## config.mk

```make
export PLATFORM = sky130hd
export DESIGN_NAME = exc_flush_ctrl_flat
export DESIGN_NICKNAME = d
export VERILOG_FILES = /design/src/rtl/exc_flush_ctrl_if.sv /design/src/rtl/exc_flush_ctrl.sv /design/src/flat_wrapper.sv
export SDC_FILE = /design/constraint.sdc
export NUM_CORES = 1
export LEC_CHECK = 0
export ABC_CLOCK_PERIOD_IN_PS = 16200
export CORE_MARGIN = 10
export CORE_UTILIZATION = 45
export DETAILED_ROUTE_END_ITERATION = 10
export HOLD_SLACK_MARGIN = 0.03
export PLACE_DENSITY = 0.8
export REMOVE_ABC_BUFFERS = 1
export SETUP_SLACK_MARGIN = 0.5
export SKIP_CTS_REPAIR_TIMING = 1
export SYNTH_ARGS = -nofsm -noshare
export SYNTH_HDL_FRONTEND = slang
export SYNTH_SLANG_ARGS = --single-unit
```

## constraint.sdc

```tcl
create_clock -name clk -period 16.2 [get_ports clk]
set_input_delay 4.86 -clock clk [delete_from_list [all_inputs] [get_ports clk]]
set_output_delay 4.86 -clock clk [all_outputs]
set_load 0.05 [all_outputs]
```

## src/rtl/exc_flush_ctrl_if.sv

```systemverilog
// Signal bundle between MEM-stage exception detection, CP0 and fetch PC-select
// and the exception flush sequencer.
interface exc_flush_ctrl_if;
    logic [31:0] excepttypeM;
    logic [31:0] newpcM;
    logic [31:0] pcM;
    logic        is_in_delayslotM;
    logic [31:0] bad_addrM;
    logic        mem_busy;
    logic        pc_ready;

    logic        flush_all;
    logic        stall_req;
    logic        exc_commit;
    logic        eret_commit;
    logic [4:0]  exccode;
    logic [31:0] epc_out;
    logic        bd_out;
    logic [31:0] badvaddr_out;
    logic        badvaddr_we;
    logic        redirect_valid;
    logic [31:0] redirect_pc;
    logic        busy;
    logic        drain_timeout;

    modport master (
        output excepttypeM, newpcM, pcM, is_in_delayslotM, bad_addrM, mem_busy, pc_ready,
        input  flush_all, stall_req, exc_commit, eret_commit, exccode, epc_out, bd_out,
               badvaddr_out, badvaddr_we, redirect_valid, redirect_pc, busy, drain_timeout
    );

    modport slave (
        input  excepttypeM, newpcM, pcM, is_in_delayslotM, bad_addrM, mem_busy, pc_ready,
        output flush_all, stall_req, exc_commit, eret_commit, exccode, epc_out, bd_out,
               badvaddr_out, badvaddr_we, redirect_valid, redirect_pc, busy, drain_timeout
    );
endinterface

```

## src/rtl/exc_flush_ctrl.sv

```systemverilog
// Exception/ERET sequencer: drain data bus, commit CP0 fields in one pulse,
// then hold a pipeline flush while fetch takes the redirect PC.
module exc_flush_ctrl #(
    parameter int unsigned DRAIN_MAX = 16,
    parameter int unsigned HOLDOFF   = 2
) (
    input logic           clk,
    input logic           rst,
    exc_flush_ctrl_if.slave bus
);

    localparam int unsigned CNT_MAX = (DRAIN_MAX > HOLDOFF) ? DRAIN_MAX : HOLDOFF;
    localparam int unsigned CNT_W   = $clog2(CNT_MAX + 2);
    localparam logic [CNT_W-1:0] DRAIN_LAST = CNT_W'(DRAIN_MAX - 1);
    localparam logic [CNT_W-1:0] HOLD_LAST  = CNT_W'(HOLDOFF - 1);

    typedef enum logic [2:0] {StIdle, StDrain, StCommit, StRedirect, StHold} state_e;

    state_e           r_state, w_state_nxt;
    logic [CNT_W-1:0] r_cnt, w_cnt_nxt;
    logic             r_timeout, w_timeout_nxt;
    logic             w_capture;

    logic [31:0] r_type, r_newpc, r_pc, r_addr;
    logic        r_bd;

    logic w_is_eret, w_is_int, w_addr_exc;
    assign w_is_eret  = (r_type == 32'h0000_000e);
    assign w_is_int   = (r_type == 32'h0000_0001);
    assign w_addr_exc = (r_type == 32'h0000_0004) || (r_type == 32'h0000_0005);

    always_ff @(posedge clk or posedge rst) begin
        if (rst) begin
            r_state   <= StIdle;
            r_cnt     <= '0;
            r_timeout <= 1'b0;
            r_type    <= '0;
            r_newpc   <= '0;
            r_pc      <= '0;
            r_addr    <= '0;
            r_bd      <= 1'b0;
        end else begin
            r_state   <= w_state_nxt;
            r_cnt     <= w_cnt_nxt;
            r_timeout <= w_timeout_nxt;
            if (w_capture) begin
                r_type  <= bus.excepttypeM;
                r_newpc <= bus.newpcM;
                r_pc    <= bus.pcM;
                r_addr  <= bus.bad_addrM;
                r_bd    <= bus.is_in_delayslotM;
            end
        end
    end

    always_comb begin
        w_state_nxt   = r_state;
        w_cnt_nxt     = r_cnt;
        w_timeout_nxt = r_timeout;
        w_capture     = 1'b0;
        case (r_state)
            StIdle: begin
                if (bus.excepttypeM != 32'h0) begin
                    w_capture   = 1'b1;
                    w_cnt_nxt   = '0;
                    w_state_nxt = bus.mem_busy ? StDrain : StCommit;
                end
            end
            StDrain: begin
                if (!bus.mem_busy) begin
                    w_state_nxt = StCommit;
                end else if (r_cnt == DRAIN_LAST) begin
                    // Give up on the bus and record it; the sticky flag is for debug.
                    w_state_nxt   = StCommit;
                    w_timeout_nxt = 1'b1;
                end else begin
                    w_cnt_nxt = r_cnt + 1'b1;
                end
            end
            StCommit: w_state_nxt = StRedirect;
            StRedirect: begin
                if (bus.pc_ready) begin
                    w_cnt_nxt   = '0;
                    w_state_nxt = (HOLDOFF == 0) ? StIdle : StHold;
                end
            end
            StHold: begin
                if (r_cnt == HOLD_LAST) begin
                    w_state_nxt = StIdle;
                end else begin
                    w_cnt_nxt = r_cnt + 1'b1;
                end
            end
            default: w_state_nxt = StIdle;
        endcase
    end

    always_comb begin
        bus.flush_all      = 1'b0;
        bus.stall_req      = 1'b0;
        bus.exc_commit     = 1'b0;
        bus.eret_commit    = 1'b0;
        bus.exccode        = 5'h00;
        bus.epc_out        = 32'h0;
        bus.bd_out         = 1'b0;
        bus.badvaddr_out   = 32'h0;
        bus.badvaddr_we    = 1'b0;
        bus.redirect_valid = 1'b0;
        bus.redirect_pc    = 32'h0;
        bus.busy           = (r_state != StIdle);
        bus.drain_timeout  = r_timeout;
        case (r_state)
            StDrain: bus.stall_req = 1'b1;
            StCommit: begin
                bus.flush_all    = 1'b1;
                bus.exc_commit   = !w_is_eret;
                bus.eret_commit  = w_is_eret;
                bus.exccode      = w_is_int ? 5'h00 : r_type[4:0];
                bus.epc_out      = r_bd ? (r_pc - 32'd4) : r_pc;
                bus.bd_out       = r_bd;
                bus.badvaddr_out = r_addr;
                bus.badvaddr_we  = w_addr_exc;
            end
            StRedirect: begin
                bus.flush_all      = 1'b1;
                bus.redirect_valid = 1'b1;
                bus.redirect_pc    = r_newpc;
            end
            StHold: bus.flush_all = 1'b1;
            default: ;
        endcase
    end

endmodule

```

## src/flat_wrapper.sv

```systemverilog
// flat-port wrapper written by rule: the top's interface ports become plain ports
module exc_flush_ctrl_flat 
#(
    parameter int unsigned DRAIN_MAX = 16,
    parameter int unsigned HOLDOFF   = 2
)
  (clk, rst, bus_excepttypeM, bus_newpcM, bus_pcM, bus_is_in_delayslotM, bus_bad_addrM, bus_mem_busy, bus_pc_ready, bus_flush_all, bus_stall_req, bus_exc_commit, bus_eret_commit, bus_exccode, bus_epc_out, bus_bd_out, bus_badvaddr_out, bus_badvaddr_we, bus_redirect_valid, bus_redirect_pc, bus_busy, bus_drain_timeout);
  exc_flush_ctrl_if bus_i ();
  input logic clk;
  input logic rst;
  input wire logic [$bits(bus_i.excepttypeM)-1:0] bus_excepttypeM;
  input wire logic [$bits(bus_i.newpcM)-1:0] bus_newpcM;
  input wire logic [$bits(bus_i.pcM)-1:0] bus_pcM;
  input wire logic [$bits(bus_i.is_in_delayslotM)-1:0] bus_is_in_delayslotM;
  input wire logic [$bits(bus_i.bad_addrM)-1:0] bus_bad_addrM;
  input wire logic [$bits(bus_i.mem_busy)-1:0] bus_mem_busy;
  input wire logic [$bits(bus_i.pc_ready)-1:0] bus_pc_ready;
  output wire logic [$bits(bus_i.flush_all)-1:0] bus_flush_all;
  output wire logic [$bits(bus_i.stall_req)-1:0] bus_stall_req;
  output wire logic [$bits(bus_i.exc_commit)-1:0] bus_exc_commit;
  output wire logic [$bits(bus_i.eret_commit)-1:0] bus_eret_commit;
  output wire logic [$bits(bus_i.exccode)-1:0] bus_exccode;
  output wire logic [$bits(bus_i.epc_out)-1:0] bus_epc_out;
  output wire logic [$bits(bus_i.bd_out)-1:0] bus_bd_out;
  output wire logic [$bits(bus_i.badvaddr_out)-1:0] bus_badvaddr_out;
  output wire logic [$bits(bus_i.badvaddr_we)-1:0] bus_badvaddr_we;
  output wire logic [$bits(bus_i.redirect_valid)-1:0] bus_redirect_valid;
  output wire logic [$bits(bus_i.redirect_pc)-1:0] bus_redirect_pc;
  output wire logic [$bits(bus_i.busy)-1:0] bus_busy;
  output wire logic [$bits(bus_i.drain_timeout)-1:0] bus_drain_timeout;
  assign bus_i.excepttypeM = bus_excepttypeM;
  assign bus_i.newpcM = bus_newpcM;
  assign bus_i.pcM = bus_pcM;
  assign bus_i.is_in_delayslotM = bus_is_in_delayslotM;
  assign bus_i.bad_addrM = bus_bad_addrM;
  assign bus_i.mem_busy = bus_mem_busy;
  assign bus_i.pc_ready = bus_pc_ready;
  assign bus_flush_all = bus_i.flush_all;
  assign bus_stall_req = bus_i.stall_req;
  assign bus_exc_commit = bus_i.exc_commit;
  assign bus_eret_commit = bus_i.eret_commit;
  assign bus_exccode = bus_i.exccode;
  assign bus_epc_out = bus_i.epc_out;
  assign bus_bd_out = bus_i.bd_out;
  assign bus_badvaddr_out = bus_i.badvaddr_out;
  assign bus_badvaddr_we = bus_i.badvaddr_we;
  assign bus_redirect_valid = bus_i.redirect_valid;
  assign bus_redirect_pc = bus_i.redirect_pc;
  assign bus_busy = bus_i.busy;
  assign bus_drain_timeout = bus_i.drain_timeout;
  exc_flush_ctrl #(.DRAIN_MAX(DRAIN_MAX), .HOLDOFF(HOLDOFF)) u_core (.clk(clk), .rst(rst), .bus(bus_i));
endmodule
```

==> results.json, run 1 <==
{
  "status": "finished clean",
  "antenna_found_initial": 1,
  "dp_slack_ns": 7.56,
  "synth_common_cells": "138 x dfrtp_1, 130 x mux2_2, 43 x nor2_1",
  "grt_max_degree": 81,
  "rsz0062_at_grt": "false",
  "p_leak_nw": 4.01,
  "start_kind": "register",
  "drcViolationCount": 0,
  "ys_warn_count": 0,
  "r2r_slack_ns": 12.55,
  "synth_edf_count": 0,
  "clk_latency_ns": 0.41,
  "async_flop_share_pct": 100,
  "htree_levels": 4,
  "synth.distinct_cells": 47,
  "cts.sinks": 138,
  "final_cells": 993,
  "worst_slack_ns": 7.13,
  "yosysMostFrequentCell": "dfrtp_1",
  "synthTopCellsByArea": "dfrtp_1 51%, mux2_2 22%, and2_1 3.6%",
  "routed-via-count": 5259,
  "ios": 243,
  "synthesis.area_um2": 6750,
  "initial_core_util_pct": 46.1,
  "gp_congestion": 0.888,
  "critPathSlowestCell": "nor2b_2",
  "slew_headroom_pct": 16.5,
  "synth_top_area_share_pct": 51.1,
  "grt_pass1_wl_um": 30400,
  "endpoint_kind": "output pin",
  "slew_viol_final": 0,
  "cts_tree": "built",
  "drt-pass1-iter-count": 4,
  "clk_path_buf_depth": 2,
  "dpl.cell_count": 962,
  "worst_pin_slew_ns": 1.25,
  "die_h_um": 143,
  "worst_ep_required_time_ns": 11.34,
  "max_freq_mhz": 110,
  "cp_num_buf_inv": 1,
  "wl_um": 19500,
  "final_nets": 934,
  "vias_per_cell": 5.30,
  "final_util_pct": 67.2,
  "crit_top_cell": "nor2b_2",
  "portBuffers": 242,
  "vdd_drop_max_mv": 0.135,
  "power.total_mw": 2.27,
  "cp_max_fo": 39,
  "finalCriticalPeriod_ns": 9.07,
  "cp.arrival_ns": 4.21,
  "avgSynthCellArea_um2": 11.9,
  "ys_seq_area_share_pct": 51.1,
  "drtIter0Drc": 271,
  "cellPowerDensity_nw_per_um2": 231,
  "cts_made_buffers": 17,
  "grt_pass1_vias": 5719,
  "drive_gt1_share_pct": 22.0,
  "wl_per_cell_um": 19.6,
  "setup_viol": 0,
  "grt-ovfl-total": 0,
  "drv_cap": 0,
  "core.rowCount": 44,
  "syn_inst": 567,
  "fin_crit_sh_pct": 56.0,
  "synth_top_area_cell": "dfrtp_1",
  "clockRootBuffer": "clkbuf_16",
  "hold_viol": 0,
  "crit_type": "reg -> out",
  "path_clk_slew_ns": 0.06,
  "core_area_um2": 14600,
  "slowest_delay_ns": 1.15,
  "hold_class": "reg -> reg",
  "crit_family": "simple AND/OR/NAND/NOR gates",
  "synth_ff_type": "dfrtp_1",
  "fin_tns_setup_ns": 0,
  "skew_ns": 0.0108,
  "area_growth_pct": 45.7,
  "antenna_left": 0,
  "grt_use_total_pct": 19.1,
  "die_w_um": 143,
  "path_cells": "nor2b_2, nor2b_2, nand2_1, a31oi_1, clkdlybuf4s50_1",
  "dp_hpwl_um": 14400,
  "ys_seq_elements": 138,
  "dieArea_um2": 20300
}
registers in the layout, indices dropped and copies added (netlist names):
signal                    flops
u_core.bus.drain_timeout      1
u_core.r_cnt                  5
u_core.r_addr                32
u_core.r_type                32
u_core.r_state                3
u_core.r_bd                   1
u_core.r_newpc               32
u_core.r_pc                  32
final cells by class:
cell class	instances	area, um^2
sequential	138	3450
clock inverter	9	76.3
fill	1079	4800
multi-input combinational	388	3150
antenna	1	2.50
timing repair buffer	246	2450
clock buffer	21	450
tap	184	230
inverter	6	27.5
where the power goes:
group / switching [mW] / leakage (nW) / internal [mW] / total, mW
clock network: 0.137 / 0.262 / 0.211 / 0.348
registers: 0.141 / 1.62 / 0.521 / 0.662
logic: 0.738 / 2.13 / 0.525 / 1.26
total: 1.02 / 4.01 / 1.26 / 2.27
kinds of logic (layout without fill, tap and decap cells):
| logic type | after synthesis | count (layout) | synth area share, % |
|---|---|---|---|
| other | 0 | 1 | 0 |
| xor gates and xnor gates | 27 | 27 | 3.50 |
| adders and majority gates | 4 | 4 | 0.741 |
| muxes | 131 | 131 | 21.8 |
| buffers and inverters | 41 | 282 | 2.50 |
| DFF | 138 | 138 | 51.1 |
| and+or+nand+nor | 201 | 201 | 17.7 |
| AOI/OAI and AO/OA | 25 | 25 | 2.56 |
path summary, 6_finish.rpt:
kind,from,end,cells after the start
min in group asynchronous,rst,u_core.r_addr[7],2
worst min-delay path,u_core.bus.drain_timeout,u_core.bus.drain_timeout,1
worst max register to register,u_core.r_state[0],u_core.r_type[17],5
worst min register to register,u_core.bus.drain_timeout,u_core.bus.drain_timeout,1
max in group asynchronous,rst,u_core.r_type[3],3
worst max-delay path,u_core.r_state[1],bus_exccode[0],5
metrics by stage:
| step | hold WS, ns | area (um^2) |
|---|---|---|
| 4_1_cts | 0.468 | 9840 |
| 3_5_place_dp | 0.455 | 9310 |
| 3_3_place_gp | 0.455 | 9310 |
| 6_report | 0.465 | 9840 |
| 2_1_floorplan | 0.458 | 6610 |
| 5_1_grt | 0.506 | 9840 |
cells in the final DEF, fill, tap and decap left out, types with 11 or more instances in the layout:
cell	instances
clkdlybuf4s50_1	242
dfrtp_1	138
mux2_2	130
nor2_1	43
and2_1	39
and3_1	34
nor4_1	20
clkbuf_16	17
xor2_1	15
xnor2_1	12
nand2_1	11
routing by layer:
metal  up-vias  GRT usage [%]  routed length (um)
met3        22           8.38                1800
met2       188           32.0                9680
li1       2478              -                   -
met1      2571           21.4                7690
met4         0           6.03                 278
met5         -              0                   0
No activity file was read; power rests on OpenSTA's default activity.
==> run 2, diff against run 1 <==
--- a/config.mk
+++ b/config.mk
@@ -5,7 +5,7 @@
 export SDC_FILE = /design/constraint.sdc
 export NUM_CORES = 1
 export LEC_CHECK = 0
-export ABC_CLOCK_PERIOD_IN_PS = 16200
+export ABC_CLOCK_PERIOD_IN_PS = 8600
 export CORE_MARGIN = 10
 export CORE_UTILIZATION = 45
 export DETAILED_ROUTE_END_ITERATION = 10
==> constraint.sdc (replaced) <==
create_clock -name clk -period 8.6 [get_ports clk]
set_input_delay 2.58 -clock clk [delete_from_list [all_inputs] [get_ports clk]]
set_output_delay 2.58 -clock clk [all_outputs]
set_load 0.05 [all_outputs]
==> results.json, run 2 (synthesized netlist as in run 1, its figures left out) <==
{
  "status": "finished clean",
  "drt-pass1-iter-count": 4,
  "setup_viol": 0,
  "drtIter0Drc": 277,
  "slowest_delay_ns": 1.18,
  "slew_viol_final": 0,
  "fin_crit_sh_pct": 80.0,
  "cts_made_buffers": 17,
  "grt_use_total_pct": 19.3,
  "hold_ws_ns": 0.479,
  "grt-ovfl-total": 0,
  "grt_pass1_wl_um": 30700,
  "drv_cap": 0,
  "cp.arrival_ns": 4.30,
  "cts_tree": "built",
  "critPathSlowestCell": "nor2b_2",
  "max_freq_mhz": 145,
  "path_cells": "nor2b_2, nor2b_2, nand2_1, a31oi_1, clkdlybuf4s50_1",
  "drcViolationCount": 0,
  "clk_latency_ns": 0.42,
  "routed-via-count": 5330,
  "worst_pin_slew_ns": 1.30,
  "start_kind": "register",
  "dp_hpwl_um": 14600,
  "crit_type": "reg -> out",
  "final_common_cell": "clkdlybuf4s50_1",
  "clk_path_buf_depth": 2,
  "rsz0062_at_grt": "false",
  "path_clk_slew_ns": 0.06,
  "crit_top_cell": "nor2b_2",
  "drive_gt1_share_pct": 22.4,
  "crit_start": "u_core.r_state[1]",
  "wl_per_cell_um": 19.7,
  "htree_levels": 4,
  "stdcell_area_um2": 9880,
  "hold_class": "reg -> reg",
  "final_nets": 934,
  "grt_pass1_vias": 5825,
  "cp_max_fo": 40,
  "vdd_drop_max_mv": 0.293,
  "hold_viol": 0,
  "gp_congestion": 0.891,
  "area_growth_pct": 46.3,
  "initial_core_util_pct": 46.1,
  "ios": 243,
  "slew_headroom_pct": 13.3,
  "core_area_um2": 14600,
  "vias_per_cell": 5.35,
  "antenna_left": 0,
  "worstHoldStart": "u_core.bus.drain_timeout",
  "cellPowerDensity_nw_per_um2": 437,
  "grt_max_degree": 74,
  "p_leak_nw": 4.02,
  "cts.sinks": 138,
  "die_h_um": 143,
  "clockRootBuffer": "clkbuf_16",
  "wl_um": 19600,
  "finalCriticalPeriod_ns": 6.88,
  "reg2reg_from": "u_core.r_state[0]",
  "skew_ns": 0.0168,
  "portBuffers": 242,
  "dieArea_um2": 20300,
  "worst_ep_required_time_ns": 6.02,
  "die_w_um": 143,
  "multi_input_area_um2": 3150,
  "placed_cell_area_um2": 9310,
  "antenna_found_initial": 2,
  "core.rowCount": 44,
  "endpoint_kind": "output pin",
  "mostFrequentLayoutCells": "242 x clkdlybuf4s50_1, 138 x dfrtp_1, 130 x mux2_2, 43 x nor2_1, 39 x and2_1",
  "nFillCells": 1079,
  "layout.area.seq_um2": 3450
}
## run 2: final cells by class
type                       count  share of cell area [%]
antenna                        3                  0.0760
clock buffer                  18                    4.35
clock inverter                13                    1.32
inverter                       6                   0.279
multi-input combinational    388                    31.9
sequential                   138                    35.0
tap                          184                    2.33
timing repair buffer         246                    24.8
## run 2: worst paths after layout
| check | endpoint | slack (ns) | depth (start not counted) |
|---|---|---|---|
| max | bus_exccode[0] | 1.72 | 5 |
| min | u_core.bus.drain_timeout | 0.48 | 1 |
| max reg2reg | u_core.r_addr[27] | 5.55 | 4 |
| min reg2reg | u_core.bus.drain_timeout | 0.48 | 1 |
| max in group asynchronous | u_core.r_newpc[9] | 4.59 | 3 |
| min in group asynchronous | u_core.r_addr[7] | 2.62 | 2 |
## run 2: through the flow
step           total power [mW]  setup TNS, ns  utilization, %  std cells  worst slack [ns]
2_1_floorplan              2.96        -157.48               -        532             -1.22
3_3_place_gp               3.56              0            63.6        962              2.45
3_5_place_dp               3.64              0            63.6        962              2.18
4_1_cts                    4.36              0            67.4        993              1.72
5_1_grt                    4.54              0            67.4        994              1.38
6_report                   4.32              0            67.4        996              1.72
## run 2: worst max-delay path: cells and delay by family, from the launching register on
| kind | cells | cell delay [ns] |
|---|---|---|
| AND/OR/NAND/NOR | 3 | 2.32 |
| flip-flops | 1 | 0.53 |
| buffers and inverters | 1 | 0.82 |
| AO/OA/AOI/OAI | 1 | 0.18 |
## run 2: power breakdown
| part | switching [mW] | total, mW | leakage, nW | internal, mW |
|---|---|---|---|---|
| Clock | 0.271 | 0.692 | 0.271 | 0.421 |
| Combinational | 1.39 | 2.38 | 2.13 | 0.987 |
| Sequential | 0.267 | 1.25 | 1.62 | 0.981 |
## run 2: routing by layer
layer  part of all wire, %  GRT usage [%]  vias to the layer above
met5                     0              0                        -
met4                   1.7           7.22                        0
met3                   9.7           8.34                       23
met2                    50           32.6                      227
met1                    39           21.0                     2596
li1                      -              -                     2484
==> run 3, diff against run 2 <==
--- a/config.mk
+++ b/config.mk
@@ -5,12 +5,12 @@
 export SDC_FILE = /design/constraint.sdc
 export NUM_CORES = 1
 export LEC_CHECK = 0
-export ABC_CLOCK_PERIOD_IN_PS = 8600
+export ABC_CLOCK_PERIOD_IN_PS = 6100
 export CORE_MARGIN = 10
-export CORE_UTILIZATION = 45
+export CORE_UTILIZATION = 41
 export DETAILED_ROUTE_END_ITERATION = 10
 export HOLD_SLACK_MARGIN = 0.03
-export PLACE_DENSITY = 0.8
+export PLACE_DENSITY = 0.77
 export REMOVE_ABC_BUFFERS = 1
 export SETUP_SLACK_MARGIN = 0.5
 export SKIP_CTS_REPAIR_TIMING = 1
==> constraint.sdc (replaced) <==
create_clock -name clk -period 6.1 [get_ports clk]
set_input_delay 1.83 -clock clk [delete_from_list [all_inputs] [get_ports clk]]
set_output_delay 1.83 -clock clk [all_outputs]
set_load 0.05 [all_outputs]
==> results.json, run 3 (synthesized netlist as in run 1, its figures left out) <==
{
  "n_antenna_cell": 0,
  "wl_um": 19700,
  "hold_class": "reg -> reg",
  "routed-via-count": 5285,
  "ios": 243,
  "antenna_left": 0,
  "portBuffers": 242,
  "gp_congestion": 0.867,
  "drtIter0Drc": 268,
  "die_h_um": 148,
  "worst_ep_required_time_ns": 4.27,
  "grt_max_degree": 106,
  "start_kind": "register",
  "cp.arrival_ns": 3.41,
  "p_leak_nw": 4.07,
  "setup_viol": 0,
  "p_sw_mw": 2.74,
  "clockRootBuffer": "clkbuf_16",
  "hold_viol": 0,
  "power.internal_mw": 3.42,
  "hold_ws_ns": 0.473,
  "vias_per_cell": 5.13,
  "worst_pin_slew_ns": 1.03,
  "stdcell_area_um2": 9990,
  "area_growth_pct": 47.9,
  "worst_slack_ns": 0.863,
  "comb_power_share_pct": 56.0,
  "htree_levels": 4,
  "initial_core_util_pct": 42.2,
  "antenna_found_initial": 0,
  "core.rowCount": 46,
  "netSwitchingFraction_pct": 44.4,
  "drcViolationCount": 0,
  "grt_pass1_wl_um": 31500,
  "max_freq_mhz": 191,
  "vdd_drop_max_mv": 0.428,
  "clk_latency_ns": 0.41,
  "dp_hpwl_um": 14700,
  "die_w_um": 148,
  "fin_crit_sh_pct": 85.9,
  "mostFrequentLayoutCells": "242 x clkdlybuf4s50_1, 138 x dfrtp_1, 130 x mux2_2, 43 x nor2_1, 39 x and2_1",
  "endpoint_kind": "output pin",
  "final_nets": 940,
  "placed_cell_area_um2": 9420,
  "pwr-share-seq_pct": 27.9,
  "wl_per_cell_um": 19.1,
  "slew_headroom_pct": 31.2,
  "drt-pass1-iter-count": 4,
  "dp_slack_ns": 1.26,
  "final_common_cell": "clkdlybuf4s50_1",
  "dieArea_um2": 22000,
  "pwr-share-clk_pct": 16.1,
  "cp_max_fo": 7,
  "fin_tns_setup_ns": 0,
  "grt_pass1_vias": 5812,
  "slew_viol_final": 0,
  "crit_type": "reg -> out",
  "skew_ns": 0.00700,
  "status": "finished clean",
  "cts_tree": "built",
  "path_clk_slew_ns": 0.06,
  "drive_gt1_share_pct": 22.8,
  "cts.sinks": 138,
  "finalCriticalPeriod_ns": 5.24,
  "power.total_mw": 6.16,
  "rsz0062_at_grt": "false",
  "core_area_um2": 16000,
  "drv_cap": 0,
  "cts_made_buffers": 17,
  "grt_use_total_pct": 17.9,
  "cellPowerDensity_nw_per_um2": 617,
  "grt-ovfl-total": 0,
  "clk_path_buf_depth": 2
}
## run 3: cell count changes in the layout (fill, tap and decap cells not counted), sizes merged
cell | previous run | this run
buf | 4 | 10
clkinv | 8 | 5
diode | 3 | 0
clkbuf | 18 | 20
inv | 6 | 8
clkinvlp | 3 | 2
## run 3: stage by stage
step	instances	utilization (%)
2_1_floorplan	532	-
3_3_place_gp	1000	58.9
3_5_place_dp	1000	58.9
4_1_cts	1031	62.4
5_1_grt	1031	62.4
6_report	1031	62.4
## run 3: worst max-delay path, cell delays in order (launching register included)
cell and delay [ns]:
dfrtp_1 0.44, or4_4 0.60, nor4_2 0.57, nand4_1 0.24
xor2_1 0.19, nor2_1 0.11, clkdlybuf4s50_1 0.84
## run 3: path summary, 6_finish.rpt
kind                                     startpoint                  endpoint  slack, ns  depth (start not counted)
min in group asynchronous                       rst         u_core.r_addr[30]       1.98                          2
max in group asynchronous                       rst         u_core.r_addr[22]       3.04                          3
min                        u_core.bus.drain_timeout  u_core.bus.drain_timeout       0.47                          1
max                                  u_core.r_pc[4]           bus_epc_out[30]       0.86                          6
min reg2reg                u_core.bus.drain_timeout  u_core.bus.drain_timeout       0.47                          1
max reg2reg                         u_core.r_cnt[0]           u_core.r_cnt[2]       3.89                          8
## run 3: cell type report
| cell class | instances | area [um^2] |
|---|---|---|
| Clock buffer | 20 | 447 |
| Clock inverter | 11 | 121 |
| Fill cell | 1276 | 6010 |
| Inverter | 6 | 27.5 |
| Multi-Input combinational cell | 388 | 3150 |
| Sequential cell | 138 | 3450 |
| Tap cell | 216 | 270 |
| Timing Repair Buffer | 252 | 2520 |
## run 3: routing by layer
| metal | track usage [%] | vias up | part of all wire, % |
|---|---|---|---|
| li1 | - | 2487 | - |
| met1 | 20.1 | 2602 | 40 |
| met2 | 30.1 | 184 | 50 |
| met3 | 8.89 | 12 | 9.9 |
| met4 | 3.42 | 0 | 0.63 |
| met5 | 0 | - | 0 |
## run 3: power groups by stage
stage	Sequential [mW]	Combinational, mW	Clock (mW)
after global placement	1.68	3.40	0
final	1.72	3.45	0.994
after detailed placement	1.72	3.47	0
after global routing	1.78	3.67	1.06
after floorplan	1.64	2.53	0
after CTS	1.71	3.49	1.02
